### config.mk
export PLATFORM = sky130hd
export DESIGN_NAME = vga_fb_fetch_ctrl_flat
export DESIGN_NICKNAME = d
export VERILOG_FILES = /design/src/rtl/vga_pkg.sv /design/src/rtl/vga_fb_fetch_ctrl_if.sv /design/src/rtl/vga_fb_credit.sv /design/src/rtl/vga_fb_fetch_ctrl.sv /design/src/flat_wrapper.sv
export SDC_FILE = /design/constraint.sdc
export NUM_CORES = 1
export LEC_CHECK = 0
export CAP_MARGIN = 10
export CORE_MARGIN = 3
export CORE_UTILIZATION = 57
export CTS_CLUSTER_DIAMETER = 120
export CTS_CLUSTER_SIZE = 25
export DETAILED_ROUTE_END_ITERATION = 10
export GPL_TIMING_DRIVEN = 0
export HOLD_SLACK_MARGIN = 0.15
export PLACE_DENSITY = 0.93
export SYNTH_ARGS = -nofsm -noshare
export SYNTH_HDL_FRONTEND = slang
export SYNTH_HIERARCHICAL = 1
export SYNTH_SLANG_ARGS = --single-unit
### constraint.sdc
create_clock -name ACLK -period 3.28 [get_ports ACLK]
set_input_delay 0.492 -clock ACLK [delete_from_list [all_inputs] [get_ports ACLK]]
set_output_delay 0.492 -clock ACLK [all_outputs]
set_load 0.02 [all_outputs]
### src/rtl/vga_pkg.sv
// ---------------------------------------------------------------------------
// vga_pkg
// Shared definitions for the VGA framebuffer fetch controller:
//   - state_t          : fetch FSM states (IDLE, CREDIT, ISSUE)
//   - BURST_BEATS_DEF  : default beats per read burst
//   - BEAT_BYTES_DEF   : default bytes per beat
// ---------------------------------------------------------------------------
package vga_pkg;

  typedef enum logic [1:0] {
    IDLE   = 2'd0,
    CREDIT = 2'd1,
    ISSUE  = 2'd2
  } state_t;

  localparam int unsigned BURST_BEATS_DEF = 16;
  localparam int unsigned BEAT_BYTES_DEF  = 4;

endpackage

### src/rtl/vga_fb_fetch_ctrl_if.sv
// ---------------------------------------------------------------------------
// vga_fb_fetch_ctrl_if
// Burst read command channel between the fetch controller (master) and the
// framebuffer read master m_axi_fb (slave).
//   cmd_valid : master -> slave, a command is offered
//   cmd_addr  : master -> slave, burst start byte address
//   cmd_ready : slave -> master, command can be taken
//
// Handshake: a command transfers on a rising clock edge where cmd_valid and
// cmd_ready are both high. Once cmd_valid is raised, cmd_valid and cmd_addr
// hold steady until that transfer; the master never withdraws an offer, and
// cmd_ready may be driven independently of cmd_valid.
// ---------------------------------------------------------------------------
interface vga_fb_fetch_ctrl_if #(
  parameter int ADDR_W = 32
);
  logic              cmd_valid;
  logic              cmd_ready;
  logic [ADDR_W-1:0] cmd_addr;

  modport master (
    output cmd_valid,
    output cmd_addr,
    input  cmd_ready
  );

  modport slave (
    input  cmd_valid,
    input  cmd_addr,
    output cmd_ready
  );
endinterface

### src/rtl/vga_fb_credit.sv
// ---------------------------------------------------------------------------
// vga_fb_credit
// Tracks beats that have been requested but not yet written into the line
// FIFO, and says whether the FIFO has room for one more full burst.
//   clk, rst_n    : clock, asynchronous active-low reset
//   i_fifo_free   : free beats in the line FIFO
//   i_issue       : a burst command was accepted this cycle
//   i_beat        : one beat was written into the FIFO this cycle
//   o_credit_ok   : (fifo_free - outstanding) >= BURST_BEATS, negative -> 0
// ---------------------------------------------------------------------------
module vga_fb_credit #(
  parameter int BURST_BEATS = 16,
  parameter int FIFO_DEPTH  = 512
) (
  input  logic                         clk,
  input  logic                         rst_n,
  input  logic [$clog2(FIFO_DEPTH):0]  i_fifo_free,
  input  logic                         i_issue,
  input  logic                         i_beat,
  output logic                         o_credit_ok
);

  localparam int CW = $clog2(FIFO_DEPTH) + 1;
  localparam logic [CW-1:0] BB    = CW'(BURST_BEATS);
  localparam logic [CW-1:0] BB_M1 = CW'(BURST_BEATS - 1);

  logic [CW-1:0] r_outstanding;
  logic [CW-1:0] w_avail;

  // Clamp at zero: more in flight than free space means no credit at all.
  always_comb begin
    w_avail = '0;
    if (i_fifo_free > r_outstanding) w_avail = i_fifo_free - r_outstanding;
  end

  assign o_credit_ok = (w_avail >= BB);

  always_ff @(posedge clk or negedge rst_n) begin
    if (!rst_n) begin
      r_outstanding <= '0;
    end else if (i_issue) begin
      // A beat landing in the same cycle as a new burst nets BURST_BEATS-1.
      r_outstanding <= r_outstanding + (i_beat ? BB_M1 : BB);
    end else if (i_beat && (r_outstanding != '0)) begin
      // Stray beats with nothing outstanding are dropped, never underflow.
      r_outstanding <= r_outstanding - CW'(1);
    end
  end

endmodule

### src/rtl/vga_fb_fetch_ctrl.sv
// ---------------------------------------------------------------------------
// vga_fb_fetch_ctrl
// Walks a framebuffer line by line, issuing fixed-size burst read commands
// whenever the line FIFO has room for a whole burst.
//   ACLK, ARESETN        : clock, asynchronous active-low reset
//   cfg_enable           : fetch enable (low aborts after any pending offer)
//   cfg_base_addr        : frame base byte address
//   cfg_stride           : byte distance between line starts
//   cfg_lines            : lines per frame
//   cfg_bursts_per_line  : bursts per line
//   frame_start          : one-cycle pulse starting a frame
//   fifo_free            : free beats in the line FIFO
//   beat_in              : one beat written into the line FIFO
//   m_axi_fb             : burst command channel (master side)
//   busy                 : frame fetch in progress
//   frame_done           : one-cycle pulse after the last command of a frame
//   err_overrun          : sticky, frame_start seen while busy
//   err_clr              : clears err_overrun (a same-cycle set wins)
//   dbg_state            : current FSM state
// ---------------------------------------------------------------------------
module vga_fb_fetch_ctrl
  import vga_pkg::*;
#(
  parameter int ADDR_W      = 32,
  parameter int BURST_BEATS = BURST_BEATS_DEF,
  parameter int BEAT_BYTES  = BEAT_BYTES_DEF,
  parameter int FIFO_DEPTH  = 512
) (
  input  logic                        ACLK,
  input  logic                        ARESETN,
  input  logic                        cfg_enable,
  input  logic [ADDR_W-1:0]           cfg_base_addr,
  input  logic [15:0]                 cfg_stride,
  input  logic [11:0]                 cfg_lines,
  input  logic [7:0]                  cfg_bursts_per_line,
  input  logic                        frame_start,
  input  logic [$clog2(FIFO_DEPTH):0] fifo_free,
  input  logic                        beat_in,
  vga_fb_fetch_ctrl_if.master         m_axi_fb,
  output logic                        busy,
  output logic                        frame_done,
  output logic                        err_overrun,
  input  logic                        err_clr,
  output state_t                      dbg_state
);

  localparam logic [ADDR_W-1:0] BURST_BYTES = ADDR_W'(BURST_BEATS * BEAT_BYTES);

  state_t            r_state;
  logic              r_cmd_valid;
  logic [ADDR_W-1:0] r_cmd_addr;
  logic [ADDR_W-1:0] r_line_addr;
  logic [15:0]       r_stride;
  logic [11:0]       r_lines;
  logic [7:0]        r_bursts;
  logic [11:0]       r_line;
  logic [7:0]        r_burst;
  logic              r_busy;
  logic              r_frame_done;
  logic              r_err_overrun;

  logic              w_hs;
  logic              w_credit_ok;
  logic              w_last_burst;
  logic              w_last_line;
  logic [ADDR_W-1:0] w_next_line_addr;

  // r_cmd_valid is only ever high in ISSUE, so this is the accepted command.
  assign w_hs             = r_cmd_valid & m_axi_fb.cmd_ready;
  assign w_last_burst     = (r_burst == (r_bursts - 8'd1));
  assign w_last_line      = (r_line == (r_lines - 12'd1));
  assign w_next_line_addr = r_line_addr + ADDR_W'(r_stride);

  vga_fb_credit #(
    .BURST_BEATS (BURST_BEATS),
    .FIFO_DEPTH  (FIFO_DEPTH)
  ) u_credit (
    .clk         (ACLK),
    .rst_n       (ARESETN),
    .i_fifo_free (fifo_free),
    .i_issue     (w_hs),
    .i_beat      (beat_in),
    .o_credit_ok (w_credit_ok)
  );

  always_ff @(posedge ACLK or negedge ARESETN) begin
    if (!ARESETN) begin
      r_state       <= IDLE;
      r_cmd_valid   <= 1'b0;
      r_cmd_addr    <= '0;
      r_line_addr   <= '0;
      r_stride      <= '0;
      r_lines       <= '0;
      r_bursts      <= '0;
      r_line        <= '0;
      r_burst       <= '0;
      r_busy        <= 1'b0;
      r_frame_done  <= 1'b0;
      r_err_overrun <= 1'b0;
    end else begin
      r_frame_done <= 1'b0;

      // Set has priority over clear.
      if (frame_start && r_busy)  r_err_overrun <= 1'b1;
      else if (err_clr)           r_err_overrun <= 1'b0;

      case (r_state)
        IDLE: begin
          if (frame_start && cfg_enable) begin
            if ((cfg_lines == 12'd0) || (cfg_bursts_per_line == 8'd0)) begin
              // Empty frame: report completion without touching the bus.
              r_frame_done <= 1'b1;
            end else begin
              // Snapshot config so mid-frame writes cannot disturb the walk.
              r_stride    <= cfg_stride;
              r_lines     <= cfg_lines;
              r_bursts    <= cfg_bursts_per_line;
              r_line_addr <= cfg_base_addr;
              r_cmd_addr  <= cfg_base_addr;
              r_line      <= '0;
              r_burst     <= '0;
              r_busy      <= 1'b1;
              r_state     <= CREDIT;
            end
          end
        end

        CREDIT: begin
          if (!cfg_enable) begin
            r_busy  <= 1'b0;
            r_state <= IDLE;
          end else if (w_credit_ok) begin
            r_cmd_valid <= 1'b1;
            r_state     <= ISSUE;
          end
        end

        ISSUE: begin
          // The offer stays up regardless of cfg_enable until it is taken.
          if (w_hs) begin
            r_cmd_valid <= 1'b0;
            if (w_last_burst && w_last_line) begin
              r_frame_done <= 1'b1;
              r_busy       <= 1'b0;
              r_state      <= IDLE;
            end else begin
              if (w_last_burst) begin
                r_burst     <= '0;
                r_line      <= r_line + 12'd1;
                r_line_addr <= w_next_line_addr;
                r_cmd_addr  <= w_next_line_addr;
              end else begin
                r_burst    <= r_burst + 8'd1;
                r_cmd_addr <= r_cmd_addr + BURST_BYTES;
              end
              if (cfg_enable) begin
                r_state <= CREDIT;
              end else begin
                r_busy  <= 1'b0;
                r_state <= IDLE;
              end
            end
          end
        end

        default: begin
          r_cmd_valid <= 1'b0;
          r_busy      <= 1'b0;
          r_state     <= IDLE;
        end
      endcase
    end
  end

  assign m_axi_fb.cmd_valid = r_cmd_valid;
  assign m_axi_fb.cmd_addr  = r_cmd_addr;
  assign busy               = r_busy;
  assign frame_done         = r_frame_done;
  assign err_overrun        = r_err_overrun;
  assign dbg_state          = r_state;

endmodule

### src/flat_wrapper.sv
// flat-port wrapper written by rule: the top's interface ports become plain ports
module vga_fb_fetch_ctrl_flat import vga_pkg::*;
#(
  parameter int ADDR_W      = 32,
  parameter int BURST_BEATS = BURST_BEATS_DEF,
  parameter int BEAT_BYTES  = BEAT_BYTES_DEF,
  parameter int FIFO_DEPTH  = 512
)
  (ACLK, ARESETN, cfg_enable, cfg_base_addr, cfg_stride, cfg_lines, cfg_bursts_per_line, frame_start, fifo_free, beat_in, busy, frame_done, err_overrun, err_clr, dbg_state, m_axi_fb_cmd_valid, m_axi_fb_cmd_addr, m_axi_fb_cmd_ready);
  vga_fb_fetch_ctrl_if #(.ADDR_W(ADDR_W)) m_axi_fb_i ();
  input  logic ACLK;
  input  logic ARESETN;
  input  logic cfg_enable;
  input  logic [ADDR_W-1:0] cfg_base_addr;
  input  logic [15:0] cfg_stride;
  input  logic [11:0] cfg_lines;
  input  logic [7:0] cfg_bursts_per_line;
  input  logic frame_start;
  input  logic [$clog2(FIFO_DEPTH):0] fifo_free;
  input  logic beat_in;
  output logic busy;
  output logic frame_done;
  output logic err_overrun;
  input  logic err_clr;
  output state_t dbg_state;
  output wire logic [$bits(m_axi_fb_i.cmd_valid)-1:0] m_axi_fb_cmd_valid;
  output wire logic [$bits(m_axi_fb_i.cmd_addr)-1:0] m_axi_fb_cmd_addr;
  input wire logic [$bits(m_axi_fb_i.cmd_ready)-1:0] m_axi_fb_cmd_ready;
  assign m_axi_fb_cmd_valid = m_axi_fb_i.cmd_valid;
  assign m_axi_fb_cmd_addr = m_axi_fb_i.cmd_addr;
  assign m_axi_fb_i.cmd_ready = m_axi_fb_cmd_ready;
  vga_fb_fetch_ctrl #(.ADDR_W(ADDR_W), .BURST_BEATS(BURST_BEATS), .BEAT_BYTES(BEAT_BYTES), .FIFO_DEPTH(FIFO_DEPTH)) u_core (.ACLK(ACLK), .ARESETN(ARESETN), .cfg_enable(cfg_enable), .cfg_base_addr(cfg_base_addr), .cfg_stride(cfg_stride), .cfg_lines(cfg_lines), .cfg_bursts_per_line(cfg_bursts_per_line), .frame_start(frame_start), .fifo_free(fifo_free), .beat_in(beat_in), .m_axi_fb(m_axi_fb_i), .busy(busy), .frame_done(frame_done), .err_overrun(err_overrun), .err_clr(err_clr), .dbg_state(dbg_state));
endmodule
### After elaboration in Yosys (flattened, before gate mapping)

Cells that the tools add are included.

* register bits after elaboration: 136
* output and inout bits: 38

* equal/unequal tests: 12
* add/subtract/negate cells: 9
* bitwise gates (word level): 3
* muxes and demuxes: 51
* reductions and logical operators: 18
* order comparisons: 2

Operator list (count)
* $mux 32: 8
* $pmux 32 s2: 2
* $mux 12: 5
* $mux 8: 5
* $add 32x16->32: 1
* $add 32x7->32 const B: 1
* $mux 10: 3
* $pmux 12 s2: 1
* $pmux 8 s2: 1
* $mux 1: 15
* $add 12x1->12 const B: 1
* $eq 12x12->1: 1
* $logic_not 12->1: 1
* $mux 2: 6
* $sub 12x1->12 const B: 1
* $add 10x5->10: 1
* $ge 10x5->1 const B: 1
* $gt 10x10->1: 1
* $ne 2x2->1 const B: 5
* $reduce_bool 10->1: 1
* $sub 10x1->10 const B: 1
* $sub 10x10->10: 1
* $add 8x1->8 const B: 1
* $eq 8x8->1: 1
* 20 further kinds: 30

### Logic depth before layout (Yosys ltp)

* word-level depth: 6
* gate-level depth with buffers: 13
* mapped depth without buffers: 13

### By module

The synthesis kept the hierarchy.

By module, submodules not included
* vga_fb_fetch_ctrl: area each 8262.9 um^2, instances 1, cells an instance 985
* vga_fb_credit: area each 1171.1 um^2, instances 1, cells an instance 141

### Worst setup path after synthesis

No wires, ideal clock.

* kind: register to register
* from: reg u_core.r_lines[0]
* to: reg u_core.r_line[10]
* setup slack: 386 ps
* data required time: 3202 ps
* path buffers: 1
* data arrival time: 2816 ps
* stages on the path, launching flop included: 12
* cells stage by stage: dfrtp_1 -> inv_1 -> ha_1 -> or3b_1 -> or3_1 -> a21o_1 -> a31o_2 -> o211ai_1 -> o21ai_2 -> buf_6 -> or4_1 -> a21oi_1

* cells in the longest elaborated chain, start to end: 5

Ends and longest elaborated chain
* start: declaration: RTL line vga_fb_fetch_ctrl.sv:54 `logic [11:0] r_lines;`
* start signal: assignment: RTL line vga_fb_fetch_ctrl.sv:116 `r_lines <= cfg_lines;`
* $sub 12x1->12: RTL line vga_fb_fetch_ctrl.sv:71 `assign w_last_line = (r_line == (r_lines - 12'd1));`
* $eq 12x12->1: RTL line vga_fb_fetch_ctrl.sv:71
* $logic_and 1x1->1: RTL line vga_fb_fetch_ctrl.sv:142 `if (w_last_burst && w_last_line) begin`
* $ne 2x2->1 (no source line)
* $reduce_and 6->1 (no source line)
* end signal: assignment: RTL line vga_fb_fetch_ctrl.sv:149 `r_line <= r_line + 12'd1;`
* end: declaration: RTL line vga_fb_fetch_ctrl.sv:56 `logic [11:0] r_line;`

Every way passes these cells.
A chain may end at the register's enable or synchronous reset.

### Worst setup path after layout

* from: reg u_core.r_lines[0]
* to: reg u_core.r_cmd_addr[23], in the netlist u_core/m_axi_fb.cmd_addr[23]

* cells in the longest elaborated chain, start to end: 5

Ends and longest elaborated chain
* $sub 12x1->12: RTL line vga_fb_fetch_ctrl.sv:71
* $eq 12x12->1: RTL line vga_fb_fetch_ctrl.sv:71
* $logic_and 1x1->1: RTL line vga_fb_fetch_ctrl.sv:142
* $ne 2x2->1 (no source line)
* $reduce_and 5->1 (no source line)
* end signal: assignment: RTL line vga_fb_fetch_ctrl.sv:119 `r_cmd_addr <= cfg_base_addr;`
* end signal: assignment: RTL line vga_fb_fetch_ctrl.sv:151 `r_cmd_addr <= w_next_line_addr;`
* end signal: assignment: RTL line vga_fb_fetch_ctrl.sv:154 `r_cmd_addr <= r_cmd_addr + BURST_BYTES;`
* end: declaration: RTL line vga_fb_fetch_ctrl.sv:51 `logic [ADDR_W-1:0] r_cmd_addr;`

Every way passes these cells.

==> results.toml <==
[floorplanning]
num_io_pins = 123
floorplan.initialDensity_pct = 58.8
design.die.area_um2 = 18100
fp.coreArea_um2 = 16100
die_w_um = 135
die_h_um = 135
placementRows = 46

[global_routing]
antenna_found_initial = 0
grt_use_total_pct = 32.2
grt_pass1_wl_mm = 46.6
overflow = 0
grt_pass1_vias = 9459
grt_start_max_net_pins = 78

[cells_and_area]
finalNetCount = 1398
final_common_cell = "nand2_1"
instances_no_fill = 1496
regArea_um2 = 3400
antenna_cells = 0
multi_input_area_um2 = 5710
fin_area_um2 = 11600
final_cell_mix = "nand2_1, dfrtp_1, clkdlybuf4s50_1, nor2_1, a21oi_1"
area_growth_pct = 23.0
drive_gt1_share_pct = 6.72
n_fill_cell = 1166

[timing]
worst_slack_ns = 0.104
finalSetupViolCount = 0
worst_pin_slew_ns = 1.40
fin_crit_sh_pct = 96.8
rsz0062_at_grt = "no"
clock_skew_ns = 0.00795
timing_hold_violations_final = 0
fmaxAchievable_ghz = 0.315
slew_headroom_pct = 5.48
slew_violations = 0
timing.hold.ws_ns = 0.485
min_period_ns = 3.18

[critical_path]
critPathKind = "register to register"
r2r-start = "u_core/r_lines[0]"
reg2reg_to = "u_core/m_axi_fb.cmd_addr[23]"
cp_cell_sequence = "inv_2 > ha_4 > or3b_4 > or3_1 > a21o_1 > a31o_2 > nand2_1 > nor4b_4 > nor2_4 > buf_6 > mux2_1"
cp_slowest_cell = "dfrtp_1"
ff2ff_setup_slack_ns = 0.10
worstPathMaxFanout = 10
worstSetupStartpointType = "register"
crit_arrival_ns = 3.48
setup.worst_path.start = "u_core/r_lines[0]"
r2r_cells = 11
crit_required_ns = 3.58
slowest_delay_ns = 0.42
end_kind = "register"

[drt]
dr.pass1.iters = 9
drt-total-wl_mm = 29.7
drcViolationCount = 0
drtIter0Drc = 1586
num_vias = 9790
via_per_inst = 6.54
antenna_left = 0
avgRoutedWirePerCell_um = 19.8

[synthesis]
synth_seq_cells = 136
ys_seq_area_share_pct = 36.1
synth_fp_nets = 1254
synth_warnings = 6
ys.flop_type = "dfrtp_1"
synthArstFlopShare_pct = 100
synthCells = 1126
syn_area_per_cell_um2 = 8.38
synth_area_um2 = 9430
ys_types = 79
synth_edf_count = 0

[placed_design]
io_buffers = 122
placed_area_um2 = 11000
dp_hpwl_mm = 20.9
dp.cells = 1465
pre_cts_ws_ns = -0.391
gp_congestion = 0.988

[status]
status = "finished, final reports clean"

[worst_hold_path]
hp-class = "register to register"
whs_endpoint = "u_core/r_stride[10]"
hold_depth = 2
hp-start = "u_core/r_stride[10]"

[clocking]
cts.sinks = 136
clockRootBuffer = "clkbuf_16"
clock_latency_ns = 0.43
cts.clk_slew.worst_paths_ns = 0.05
cts_tree = "yes"
cts_buffers = 17
cts_buffer_depth = 2
h-tree-depth = 4

[run]
cap_viol_max_count = 0

[power_and_ir_drop]
p_per_area_nw_per_um2 = 1020
ir_worst_vdd_uv = 574
power_mw = 11.8
power.leakage_nw = 4.90
synthesized netlist by cell type, drive strengths merged, types with 17 or more instances:
cell | count | area [um^2]
nor2 | 82 | 318
dfrtp | 136 | 3400
a21oi | 78 | 390
nand4 | 21 | 131
nand3 | 40 | 205
nand2 | 208 | 781
ha | 40 | 500
inv | 37 | 139
xor2 | 29 | 254
a31oi | 23 | 144
nor4 | 19 | 131
xnor2 | 49 | 429
clkbuf | 38 | 143
a21o | 19 | 144
o21a | 17 | 128
o21ai | 53 | 269
final cells by class:
| class | count | share of cell area, % |
|---|---|---|
| sequential | 136 | 29.3 |
| buffer | 52 | 2.26 |
| tap | 216 | 2.33 |
| inverter | 37 | 1.20 |
| clock buffer | 26 | 4.39 |
| multi-input combinational | 901 | 49.2 |
| clock inverter | 3 | 0.345 |
| timing repair buffer | 125 | 10.9 |
where the power goes:
part | total, mW | internal, mW | switching [mW]
logic | 6.75 | 2.80 | 3.94
registers | 3.26 | 2.40 | 0.863
clock network | 1.82 | 1.13 | 0.688
repair_timing:
| item | in CTS | in global routing |
|---|---|---|
| pin swaps | 1 | 2 |
| hold buffers | 1 | 0 |
| setup endpoints to repair | 50 | 75 |
| buffers inserted | 0 | 1 |
| resized for setup | 7 | 22 |
| endpoints found under the hold margin | 59 | 0 |
how the worst max path moves through the flow:
stage / slack, ns / to
6_report: 0.10 / u_core/m_axi_fb.cmd_addr[23]
2_1_floorplan: 0.39 / u_core/r_line[10]
3_3_place_gp: -3.72 / u_core/r_stride[11]
3_5_place_dp: -0.39 / u_core/u_credit/r_outstanding[8]
4_1_cts: 0.01 / u_core/r_line_addr[30]
5_1_grt: 0.004 / u_core/u_credit/r_outstanding[8]
sequential cells by signal, indices dropped and copies added, names as in the netlist:
signal and count:
u_core/r_lines 12, u_core/r_line 12, u_core/r_burst 8, u_core/r_line_addr 32, u_core/m_axi_fb.cmd_valid 1, u_core/r_bursts 8
u_core/dbg_state 2, u_core/u_credit/r_outstanding 10, u_core/busy 1, u_core/err_overrun 1, u_core/m_axi_fb.cmd_addr 32, u_core/r_stride 16
u_core/frame_done 1
per-layer routing:
layer | GRT usage [%] | up-vias | routed length (um)
li1 | - | 4350 | -
met1 | 40.3 | 4593 | 11000
met2 | 52.3 | 699 | 14000
met3 | 9.02 | 148 | 3410
met4 | 14.1 | 0 | 1230
met5 | 0 | - | 0
cell families (layout without fill, tap and decap cells):
family | count (synthesis) | after routing | synth area share [%]
AOI/OAI and AO/OA | 297 | 297 | 20.8
xor gates and xnor gates | 78 | 78 | 7.24
adders and majority gates | 43 | 43 | 5.94
buffers and inverters | 89 | 243 | 4.05
DFF | 136 | 136 | 36.1
muxes | 24 | 24 | 2.71
and+or+nand+nor | 459 | 459 | 23.2
through the flow:
step | util, % | setup TNS, ns
floorplan | - | 0
global placement | 68.0 | -507.73
detailed placement | 68.2 | -4.39
CTS | 71.8 | 0
global route | 72.3 | 0
finish | 72.3 | 0
critical path, delay by kind of cell, from the launching register on:
family          cells  cell delay [ns]
fa+ha+maj           1             0.18
compound gates      2             0.45
buf+inv             2             0.34
simple gates        5             1.30
mux                 1             0.35
flops               1             0.42
(Power assumes the default switching activity.)
